**src/rtl/geared_stream_collect_buf.sv**
```systemverilog
// geared_stream_collect_buf
//
// Buffered N-to-1 stream collector. Each input lane has a private registered
// FIFO of Depth entries. The lane heads are merged onto one output stream,
// either round-robin (Mode 0) or by strict TDM slot rotation (Mode 1).
// Everything runs on a single clock.
//
// Parameters
//   NumLanes  number of input lanes (>= 1)
//   Depth     entries per lane FIFO (>= 1)
//   Mode      0 = round-robin, 1 = TDM slot
//   T         payload type (packed)
//
// Ports
//   clk_i     clock, rising edge
//   rst_ni    synchronous active-low reset
//   clr_i     synchronous clear; beats presented in the same cycle are dropped
//   valid_i / ready_o / data_i   per-lane input streams
//   valid_o / ready_i / data_o   merged output stream
//   slot_o    lane index currently presented on the output
//   fill_o    per-lane FIFO occupancy; present only when
//             GEARED_COLLECT_BUF_OCCUPANCY_EN is defined
//
// ready_o depends on registered lane counts only. There is no combinational
// path from ready_i to ready_o, and no path from valid_i to valid_o.

module geared_stream_collect_buf #(
    parameter int unsigned NumLanes = 2,
    parameter int unsigned Depth    = 2,
    parameter int unsigned Mode     = 0,
    parameter type         T        = logic,
    localparam int unsigned SlotW   = (NumLanes > 1) ? $clog2(NumLanes) : 1,
    localparam int unsigned CntW    = $clog2(Depth + 1),
    localparam int unsigned PtrW    = (Depth > 1) ? $clog2(Depth) : 1
) (
    input  logic                  clk_i,
    input  logic                  rst_ni,
    input  logic                  clr_i,
    input  logic [NumLanes-1:0]   valid_i,
    output logic [NumLanes-1:0]   ready_o,
    input  T     [NumLanes-1:0]   data_i,
    output logic                  valid_o,
    input  logic                  ready_i,
    output T                      data_o,
    output logic [SlotW-1:0]      slot_o
`ifdef GEARED_COLLECT_BUF_OCCUPANCY_EN
    ,
    output logic [NumLanes-1:0][CntW-1:0] fill_o
`endif
);

    // Adds k to lane index b, modulo NumLanes.
    function automatic logic [SlotW-1:0] lane_add(input logic [SlotW-1:0] b, input int k);
        return SlotW'((int'(b) + k) % int'(NumLanes));
    endfunction

    logic [NumLanes-1:0] push, pop, nonempty;
    T                    head [NumLanes];

    logic [SlotW-1:0]    sel;        // lane presented on the output
    logic                valid;
    logic                hs;         // output handshake this cycle

    // ------------------------------------------------------------------
    // Lane FIFOs
    // ------------------------------------------------------------------
    for (genvar i = 0; i < NumLanes; i++) begin : g_lane
        T                mem_q [Depth];
        logic [PtrW-1:0] wp_q, rp_q;
        logic [CntW-1:0] cnt_q, cnt_d;

        // A full lane refuses the push even if it pops this cycle.
        assign ready_o[i]  = (cnt_q != CntW'(Depth));
        assign push[i]     = valid_i[i] & ready_o[i] & ~clr_i;
        assign pop[i]      = hs & (sel == SlotW'(i)) & ~clr_i;
        assign nonempty[i] = (cnt_q != '0);
        assign head[i]     = mem_q[rp_q];

        always_comb begin
            cnt_d = cnt_q;
            case ({push[i], pop[i]})
                2'b10:   cnt_d = cnt_q + 1'b1;
                2'b01:   cnt_d = cnt_q - 1'b1;
                default: cnt_d = cnt_q;
            endcase
        end

        always_ff @(posedge clk_i) begin
            if (!rst_ni || clr_i) begin
                wp_q  <= '0;
                rp_q  <= '0;
                cnt_q <= '0;
            end else begin
                if (push[i]) wp_q <= (wp_q == PtrW'(Depth - 1)) ? '0 : wp_q + 1'b1;
                if (pop[i])  rp_q <= (rp_q == PtrW'(Depth - 1)) ? '0 : rp_q + 1'b1;
                cnt_q <= cnt_d;
            end
        end

        // Storage needs no reset: a slot is only read after it was written.
        always_ff @(posedge clk_i) begin
            if (push[i]) mem_q[wp_q] <= data_i[i];
        end

`ifdef GEARED_COLLECT_BUF_OCCUPANCY_EN
        assign fill_o[i] = cnt_q;
`endif
    end

    // ------------------------------------------------------------------
    // Scheduler
    // sched_q is the round-robin pointer in Mode 0 and the TDM slot in
    // Mode 1. The lock only matters in Mode 0: once a beat is offered and
    // stalled, the grant is held so that a lane filling up in front of it
    // cannot change slot_o/data_o before the handshake.
    // ------------------------------------------------------------------
    logic [SlotW-1:0] sched_q, sched_d;
    logic             lock_q, lock_d;
    logic [SlotW-1:0] lock_lane_q, lock_lane_d;
    logic [SlotW-1:0] rr_grant;
    logic             found;

    always_comb begin
        // First non-empty lane at or after the pointer; the pointer itself
        // when nothing is pending.
        rr_grant = sched_q;
        found    = 1'b0;
        for (int k = 0; k < int'(NumLanes); k++) begin
            if (!found && nonempty[lane_add(sched_q, k)]) begin
                rr_grant = lane_add(sched_q, k);
                found    = 1'b1;
            end
        end

        if (Mode == 0) begin
            sel   = lock_q ? lock_lane_q : rr_grant;
            valid = |nonempty;
        end else begin
            sel   = sched_q;
            valid = nonempty[sched_q];
        end
        hs = valid & ready_i;

        sched_d     = sched_q;
        lock_d      = 1'b0;
        lock_lane_d = lock_lane_q;
        if (Mode == 0) begin
            if (hs) sched_d = lane_add(sel, 1);
            lock_d      = valid & ~ready_i;
            lock_lane_d = sel;
        end else begin
            // The slot advances every cycle, empty or not, unless stalled.
            if (!(valid && !ready_i)) sched_d = lane_add(sched_q, 1);
        end
    end

    always_ff @(posedge clk_i) begin
        if (!rst_ni || clr_i) begin
            sched_q     <= '0;
            lock_q      <= 1'b0;
            lock_lane_q <= '0;
        end else begin
            sched_q     <= sched_d;
            lock_q      <= lock_d;
            lock_lane_q <= lock_lane_d;
        end
    end

    assign valid_o = valid;
    assign slot_o  = sel;
    assign data_o  = head[sel];

endmodule

```
**config.mk**
```make
export PLATFORM = sky130hd
export DESIGN_NAME = geared_stream_collect_buf
export DESIGN_NICKNAME = d
export VERILOG_FILES = /design/src/rtl/geared_stream_collect_buf.sv
export SDC_FILE = /design/constraint.sdc
export NUM_CORES = 1
export LEC_CHECK = 0
export ABC_CLOCK_PERIOD_IN_PS = 3100
export CAP_MARGIN = 10
export CELL_PAD_IN_SITES_DETAIL_PLACEMENT = 0
export CELL_PAD_IN_SITES_GLOBAL_PLACEMENT = 1
export CORE_AREA = 2 2 55 57
export CTS_CLUSTER_DIAMETER = 30
export DETAILED_ROUTE_END_ITERATION = 12
export DIE_AREA = 0 0 57 59
export PLACE_DENSITY = 0.71
export SLEW_MARGIN = 20
export SYNTH_ARGS = -nofsm -noshare
export SYNTH_HDL_FRONTEND = slang
export SYNTH_SLANG_ARGS = --single-unit
export TNS_END_PERCENT = 20
```
**constraint.sdc**
```tcl
create_clock -name clk_i -period 3.1 [get_ports clk_i]
set_input_delay 0.93 -clock clk_i [delete_from_list [all_inputs] [get_ports clk_i]]
set_output_delay 0.93 -clock clk_i [all_outputs]
set_load 0.01 [all_outputs]
```
==> flow_summary.yaml, run 1 <==
pwr:
  powerDensity_nw_per_um2: 418
  p_leak_uw: 0.000348
  p_int_uw: 309
  p_sw_share_pct: 24.8
  p_clk_share_pct: 29.4
  p_comb_share_pct: 12.9
  p_sw_uw: 102
  total_power_uw: 410
  worst_ir_drop_vdd_mv: 0.237
  pwr-share-seq_pct: 57.7
final_layout:
  final_nets: 107
  layout.cells.non_filler: 127
  final_common_cell: "nor2_1"
  final_cell_mix: "nor2_1, dfxtp_1, clkdlybuf4s50_1"
  n_antenna_cell: 0
  fill_cells: 292
  stdcell_area_um2: 982
  area_growth_pct: 23.6
  drive_above_1_share_pct: 13.5
setup_path:
  arrival_ns: 2.04
  worst-setup-path-type: "reg2out"
  critPathLaunchType: "register"
  cp.required_ns: 2.17
  critPathMaxFanout: 7
  worst_setup_path_end_kind: "output pin"
logic_synthesis:
  synthArstFlopShare_pct: 0
  synth_edf_count: 4
  ys_ff_latch: 17
  netlist_area_um2: 795
  synthesis.instances: 80
  avgSynthCellArea_um2: 9.93
  ys.flop_type: "dfxtp_1"
  synth.distinct_cells: 28
  seq_area_frac_synth_pct: 47.9
  syn_nets: 90
  synth_warnings: 0
grt:
  grt-ovfl-total: 0
  grt_max_degree: 11
  antenna_found_initial: 0
  grt_pass1_wl_mm: 2.47
  grtUsageTotal_pct: 10.2
  grt_pass1_vias: 576
drt:
  drcViolationCount: 0
  num_vias: 595
  postRouteAntennaNets: 0
  drt_wl_total_mm: 1.46
  drt_iter0_markers: 8
  vias_per_cell: 4.69
  wire_per_inst_um: 11.5
  firstDrtPassIters: 3
die:
  die_y_um: 59
  die_x_um: 57
  core_um2: 2710
  io_pins: 13
  start_util_pct: 29.3
  fp.dieArea_um2: 3360
  num_rows: 19
sta:
  min_period_ns: 2.97
  setup_viol: 0
  tightest_slew_ns: 0.630
  finalHoldViolCount: 0
  setup_slack_ns: 0.129
  finalCritPeriodShare_pct: 95.9
  rsz0062_at_grt: "no"
  slew_viol_final: 0
  tns_ns: 0
  slew-limit-headroom_pct: 57.6
  fmax_ghz: 0.337
  fin_skew_ns: 0.00574
clocking:
  clkSinkCount: 17
  cts_tree: "yes"
  cts_buffer_depth: 2
  path_clk_slew_ns: 0.10
  cts_buffers: 3
  cts-root-buf: "clkbuf_4"
  cts-htree-levels: 1
  clk_latency_ns: 0.30
  cts_setup_buffers: 0
place:
  dpl-instance-area_um2: 953
  dp.cells: 123
  pre_cts_slack_ns: 0.235
  io_buffers: 12
  dp_hpwl_mm: 1.16
  gp_congestion: 0.688
hold_path:
  min_path_type: "reg2reg"
status:
  status: "finished, final reports clean"
job:
  cap_viol_max_count: 0
[final timing paths]
check	from	endpoint	slack [ns]	cells after the start
worst max-delay path	g_lane[0].cnt_q[1]	slot_o	0.13	5
worst min-delay path	sched_q	sched_q	0.49	2
worst max register to register	g_lane[0].cnt_q[1]	g_lane[0].cnt_q[1]	0.91	8
worst min register to register	sched_q	sched_q	0.49	2
[per-stage QoR]
stage,utilization (%),hold WS (ns)
3_5_place_dp,35.2,0.478
6_report,36.2,0.494
4_1_cts,36.1,0.496
3_3_place_gp,35.2,0.471
2_1_floorplan,-,0.444
5_1_grt,36.2,0.536
[power groups by stage]
stage | registers [µW] | clock network (µW) | logic, µW
floorplan | 240 | 0 | 32.7
finish | 237 | 121 | 53.1
global route | 238 | 130 | 59.4
global placement | 241 | 0 | 54.2
detailed placement | 242 | 0 | 54.4
CTS | 237 | 125 | 54.0
[per-layer routing]
metal / vias up / GRT usage, % / wire length, µm
li1: 306 / - / -
met1: 275 / 11.4 / 624
met2: 10 / 17.4 / 754
met3: 4 / 1.53 / 40
met4: 0 / 7.97 / 42
met5: - / 0 / 0
[logic make-up (layout without fill, tap and decap cells)]
logic type	Yosys count	after routing	share of synthesized area, %
buf+inv	7	23	4.41
compound gates	15	15	13.1
fa+ha+maj	3	3	4.57
flops	17	17	47.9
xor+xnor	6	6	6.61
simple gates	27	27	16.9
mux	5	5	6.61
[cells in the mapped netlist, types with 2 or more instances]
| library cell | number | area, µm² |
|---|---|---|
| edfxtp_1 | 4 | 120 |
| dfxtp_1 | 13 | 260 |
| inv_1 | 4 | 15.0 |
| nand2b_1 | 3 | 18.8 |
| mux2_1 | 2 | 22.5 |
| nor2_1 | 13 | 48.8 |
| xnor2_1 | 4 | 35.0 |
| nand2_1 | 3 | 11.3 |
| a21oi_1 | 6 | 30.0 |
| mux2i_1 | 3 | 30.0 |
| o21ai_0 | 3 | 15.0 |
| or3_1 | 3 | 18.8 |
| ha_1 | 2 | 25.0 |
| nand3b_1 | 2 | 15.0 |
| xor2_1 | 2 | 17.5 |
[worst max-delay path, cell delays in order, from the launching register on]
cell,delay [ns]
dfxtp_2,0.36
or2_0,0.23
maj3_2,0.33
o21a_1,0.22
clkinv_2,0.08
clkdlybuf4s50_1,0.54
[area by class of cell]
type	count	area, µm²	share of cell area [%]
flip-flops and latches	17	383	39.0
well taps	31	38.8	3.95
inverters	5	20.0	2.04
repair buffers	14	134	13.6
multi-input cells	56	379	38.6
clock buffers	3	22.5	2.29
clock inverters	1	5.00	0.510
[what timing repair did]
item | 4_1_cts | 5_1_grt
gates resized for setup | 1 | 2
setup endpoints to repair | 1 | 1
hold buffers | 0 | 0
Power figures use the tool's default switching activity.
==> inputs of run 2 (changes only) <==
Settings changed: ABC_AREA set to 0, CORE_AREA 2 2 55 57 to 2 2 76 42, DIE_AREA 0 0 57 59 to 0 0 78 44, PLACE_DENSITY 0.71 to 0.72.
==> run 2 against run 1 <==
  * Clock skew shrank 0.0020 ns
  * Core utilization down 0.26 points
  * Flip-flop and latch count did not move
  * Final cell count rose by 7.1%
  * Sequential share of layout area fell by 1.3 points
  * Combinational power up 3%
  * Highest routed layer is now met3
  * Critical path type unchanged
  * Worst setup slack gained 0.0076 ns
  * Sequential power barely moved
  * First-iteration DRC count grew to 3.0 times the previous value
  * Largest cell class unchanged
  * Worst hold slack got worse by 0.0073 ns
  * Register-to-register slack got worse by 0.06 ns
  * Routed wire length rose by 11%
==> flow_summary.yaml, run 2 (synthesized netlist as in run 1, its figures left out) <==
sta:
  slew-limit-headroom_pct: 57.2
  finalHoldViolCount: 0
  slew_viol_final: 0
  min_period_ns: 2.96
  tns_ns: 0
  tightest_slew_ns: 0.636
  fmax_ghz: 0.337
  rsz0062_at_grt: "no"
  setup_viol: 0
  fin_skew_ns: 0.00375
  finalCritPeriodShare_pct: 95.6
die:
  num_rows: 14
  io_pins: 13
  die_y_um: 44
  die_x_um: 78
  start_util_pct: 28.3
  core_um2: 2800
  fp.dieArea_um2: 3430
hold_path:
  min_path_type: "reg2reg"
clocking:
  cts_setup_buffers: 0
  cts_hold_buf: 0
  path_clk_slew_ns: 0.07
  clkSinkCount: 17
  clk_latency_ns: 0.25
  cts_buffer_depth: 2
  cts-htree-levels: 1
  ctsResizeCount: 1
  cts_buffers: 3
  cts-root-buf: "clkbuf_8"
  cts_tree: "yes"
setup_path:
  critPathLaunchType: "register"
  worst-setup-path-type: "reg2out"
  critPathMaxFanout: 7
  cp.required_ns: 2.17
  worst_setup_path_end_kind: "output pin"
  arrival_ns: 2.03
drt:
  drt_wl_total_mm: 1.62
  postRouteAntennaNets: 0
  wire_per_inst_um: 11.9
  drcViolationCount: 0
  firstDrtPassIters: 4
  drt_iter0_markers: 24
  vias_per_cell: 4.60
  num_vias: 625
place:
  gp_congestion: 0.769
  io_buffers: 12
  dp_hpwl_mm: 1.26
status:
  status: "finished, final reports clean"
final_layout:
  final_core_util_pct: 36.0
  final_cell_mix: "nor2_1, dfxtp_1, clkdlybuf4s50_1"
  area_growth_pct: 26.9
  n_antenna_cell: 0
  drive_above_1_share_pct: 10.4
  final_nets: 107
grt:
  antenna_found_initial: 0
  grt-ovfl-total: 0
  grt_pass1_wl_mm: 2.77
  grtUsageTotal_pct: 10.9
  grt_pass1_vias: 588
  grt_max_degree: 10
pwr:
  powerDensity_nw_per_um2: 451
  worst_ir_drop_vdd_mv: 0.162
  p_leak_uw: 0.000352
  total_power_uw: 455
job:
  cap_viol_max_count: 0
## run 2: changes by cell type in the layout (fill, tap and decap cells not counted), sizes merged
cell / previous run / this run
clkbuf: 3 / 4
clkinv: 2 / 1
## run 2: worst max-delay path, cell delays in order, from the launching register on
cell and delay, ns:
dfxtp_1 0.37, or2_0 0.25, maj3_2 0.33, o21a_1 0.22, clkinv_2 0.08, clkdlybuf4s50_1 0.53
## run 2: routing by layer
layer  share of wire [%]  vias to the layer above  GRT usage [%]
li1                    -                      304              -
met1                  52                      307           14.2
met2                  43                       14           17.4
met3                 5.5                        0           5.00
met4                   0                        0           1.05
met5                   0                        -              0
## run 2: final timing paths
kind                   endpoint  cells after the start  slack (ns)          startpoint
max                      slot_o                      5        0.14  g_lane[0].cnt_q[1]
min                     sched_q                      2        0.49             sched_q
max reg2reg  g_lane[1].cnt_q[1]                      7        0.85  g_lane[0].cnt_q[1]
min reg2reg             sched_q                      2        0.49             sched_q
## run 2: cell type report
cell class / instances / area, µm²
Clock buffer: 4 / 45.0
Multi-Input combinational cell: 56 / 379
Inverter: 5 / 20.0
Sequential cell: 17 / 380
Fill cell: 279 / 1790
Tap cell: 40 / 50.0
Timing Repair Buffer: 14 / 134
## run 2: where the power goes
group / total [µW] / switching, µW / internal (µW)
clock network: 163 / 72.3 / 91.1
logic: 54.5 / 26.1 / 28.4
registers: 237 / 4.49 / 232
## run 2: stage by stage
step / std cells / setup slack, ns / hold slack [ns] / instance area (µm²)
after floorplan: 80 / 0.672 / 0.444 / 795
after global placement: 132 / 0.255 / 0.474 / 965
after detailed placement: 132 / 0.157 / 0.475 / 965
after CTS: 136 / 0.119 / 0.485 / 1010
after global routing: 136 / 0.0414 / 0.528 / 1010
final: 136 / 0.136 / 0.487 / 1010
==> inputs of run 3 (changes only) <==
Settings changed: MAX_ROUTING_LAYER set to met4.
==> run 3 against run 2 <==
  * Sequential share of layout area stayed put
  * Largest cell class unchanged
  * Highest routed layer unchanged
  * First-iteration DRC count stayed put
  * Flip-flop and latch count stayed put
  * Total power hardly changed
  * Worst setup slack hardly changed
  * Die area stayed put
  * Worst hold slack hardly changed
  * Routed wire length hardly changed
==> flow_summary.yaml, run 3 (synthesized netlist as in run 1, its figures left out) <==
grt:
  grt_max_degree: 10
  grt-ovfl-total: 0
  antenna_found_initial: 0
  grt_pass1_wl_mm: 2.77
  grt_use_met3_pct: 5.00
  grtUsageMet2_pct: 17.4
  gr-usage-met1_pct: 14.2
  grt_most_used_layer: "met2"
  grtUsageTotal_pct: 11.2
  grt_pass1_vias: 587
die:
  io_pins: 13
  fp.dieArea_um2: 3430
  num_rows: 14
  core_um2: 2800
  start_util_pct: 28.3
  die_x_um: 78
  die_y_um: 44
hold_path:
  hold_depth: 2
  min_path_type: "reg2reg"
pwr:
  worst_ir_drop_vdd_mv: 0.162
  p_leak_uw: 0.000352
  powerDensity_nw_per_um2: 451
  total_power_uw: 455
final_layout:
  final_cell_mix: "nor2_1, dfxtp_1, clkdlybuf4s50_1"
  drive_above_1_share_pct: 10.4
  n_antenna_cell: 0
  final_nets: 107
  area_growth_pct: 26.9
  stdcell_area_um2: 1010
  fill_cells: 279
place:
  io_buffers: 12
  dpl-instance-area_um2: 965
  gp_congestion: 0.780
  dp_hpwl_mm: 1.26
  pre_cts_slack_ns: 0.157
setup_path:
  critPathMaxFanout: 7
  arrival_ns: 2.03
  worst_setup_path_end_kind: "output pin"
  cp.required_ns: 2.17
  r2r_slack_ns: 0.85
  crit_path_top_delay_cell: "clkdlybuf4s50_1"
  r2r_cells: 7
  worst-setup-path-type: "reg2out"
  critPathLaunchType: "register"
  worstPathCellList: "or2_0 -> maj3_2 -> o21a_1 -> clkinv_2 -> clkdlybuf4s50_1"
  cp_slowest_stage_delay_ns: 0.53
status:
  status: "finished, final reports clean"
drt:
  num_vias: 626
  drcViolationCount: 0
  wire_per_inst_um: 11.9
  postRouteAntennaNets: 0
  vias_per_cell: 4.60
  firstDrtPassIters: 4
  drt_wl_total_mm: 1.62
  drt_iter0_markers: 24
sta:
  finalCritPeriodShare_pct: 95.6
  slew-limit-headroom_pct: 57.2
  fin_skew_ns: 0.00374
  tns_ns: 0
  tightest_slew_ns: 0.635
  fmax_ghz: 0.337
  holdWs_ns: 0.487
  min_period_ns: 2.96
  setup_slack_ns: 0.136
  rsz0062_at_grt: "no"
  slew_viol_final: 0
  setup_viol: 0
  finalHoldViolCount: 0
clocking:
  cts_buffer_depth: 2
  path_clk_slew_ns: 0.07
  cts_buffers: 3
  clkSinkCount: 17
  cts_hold_buf: 0
  cts_setup_buffers: 0
  cts-htree-levels: 1
  cts_tree: "yes"
  cts-root-buf: "clkbuf_8"
  clk_latency_ns: 0.25
job:
  cap_viol_max_count: 0
-- run 3: cell counts in the layout (fill, tap and decap cells not counted) --
Identical to the previous run, type by type.
-- run 3: repair_timing --
item / in CTS / in global routing
endpoints found under the hold margin: 0 / 0
gates resized for setup: 1 / 0
endpoints found under the setup margin: 1 / 0
-- run 3: layout make-up --
class | instances | area [µm²] | area share (%)
Clock buffer | 4 | 45.0 | 4.47
Tap cell | 40 | 50.0 | 4.96
Inverter | 5 | 20.0 | 1.99
Sequential cell | 17 | 380 | 37.7
Multi-Input combinational cell | 56 | 379 | 37.6
Timing Repair Buffer | 14 | 134 | 13.3
-- run 3: where the power goes --
| part | internal, µW | total, µW | switching, µW |
|---|---|---|---|
| sequential | 232 | 237 | 4.49 |
| combinational | 28.4 | 54.5 | 26.1 |
| clock | 91.1 | 163 | 72.3 |
-- run 3: path summary, 6_finish.rpt --
kind,start,endpoint
hold reg to reg,sched_q,sched_q
setup / recovery,g_lane[0].cnt_q[1],slot_o
setup reg to reg,g_lane[0].cnt_q[1],g_lane[1].cnt_q[1]
hold / removal,sched_q,sched_q
-- run 3: routing by layer --
| layer | wire length (µm) | part of all wire (%) |
|---|---|---|
| met3 | 89 | 5.5 |
| met5 | 0 | 0 |
| met2 | 694 | 43 |
| met4 | 0 | 0 |
| met1 | 837 | 52 |
-- run 3: stage by stage --
stage	util, %	std cells
after detailed placement	34.4	132
after global routing	36.0	136
final	36.0	136
after CTS	36.0	136
after floorplan	-	80
after global placement	34.4	132
-- run 3: worst max-delay path, delay by kind of cell (launching register included) --
| kind | cells | cell delay, ns |
|---|---|---|
| AOI/OAI and AO/OA | 1 | 0.22 |
| adders and majority gates | 1 | 0.33 |
| buffers and inverters | 2 | 0.61 |
| DFF | 1 | 0.37 |
| and+or+nand+nor | 1 | 0.25 |
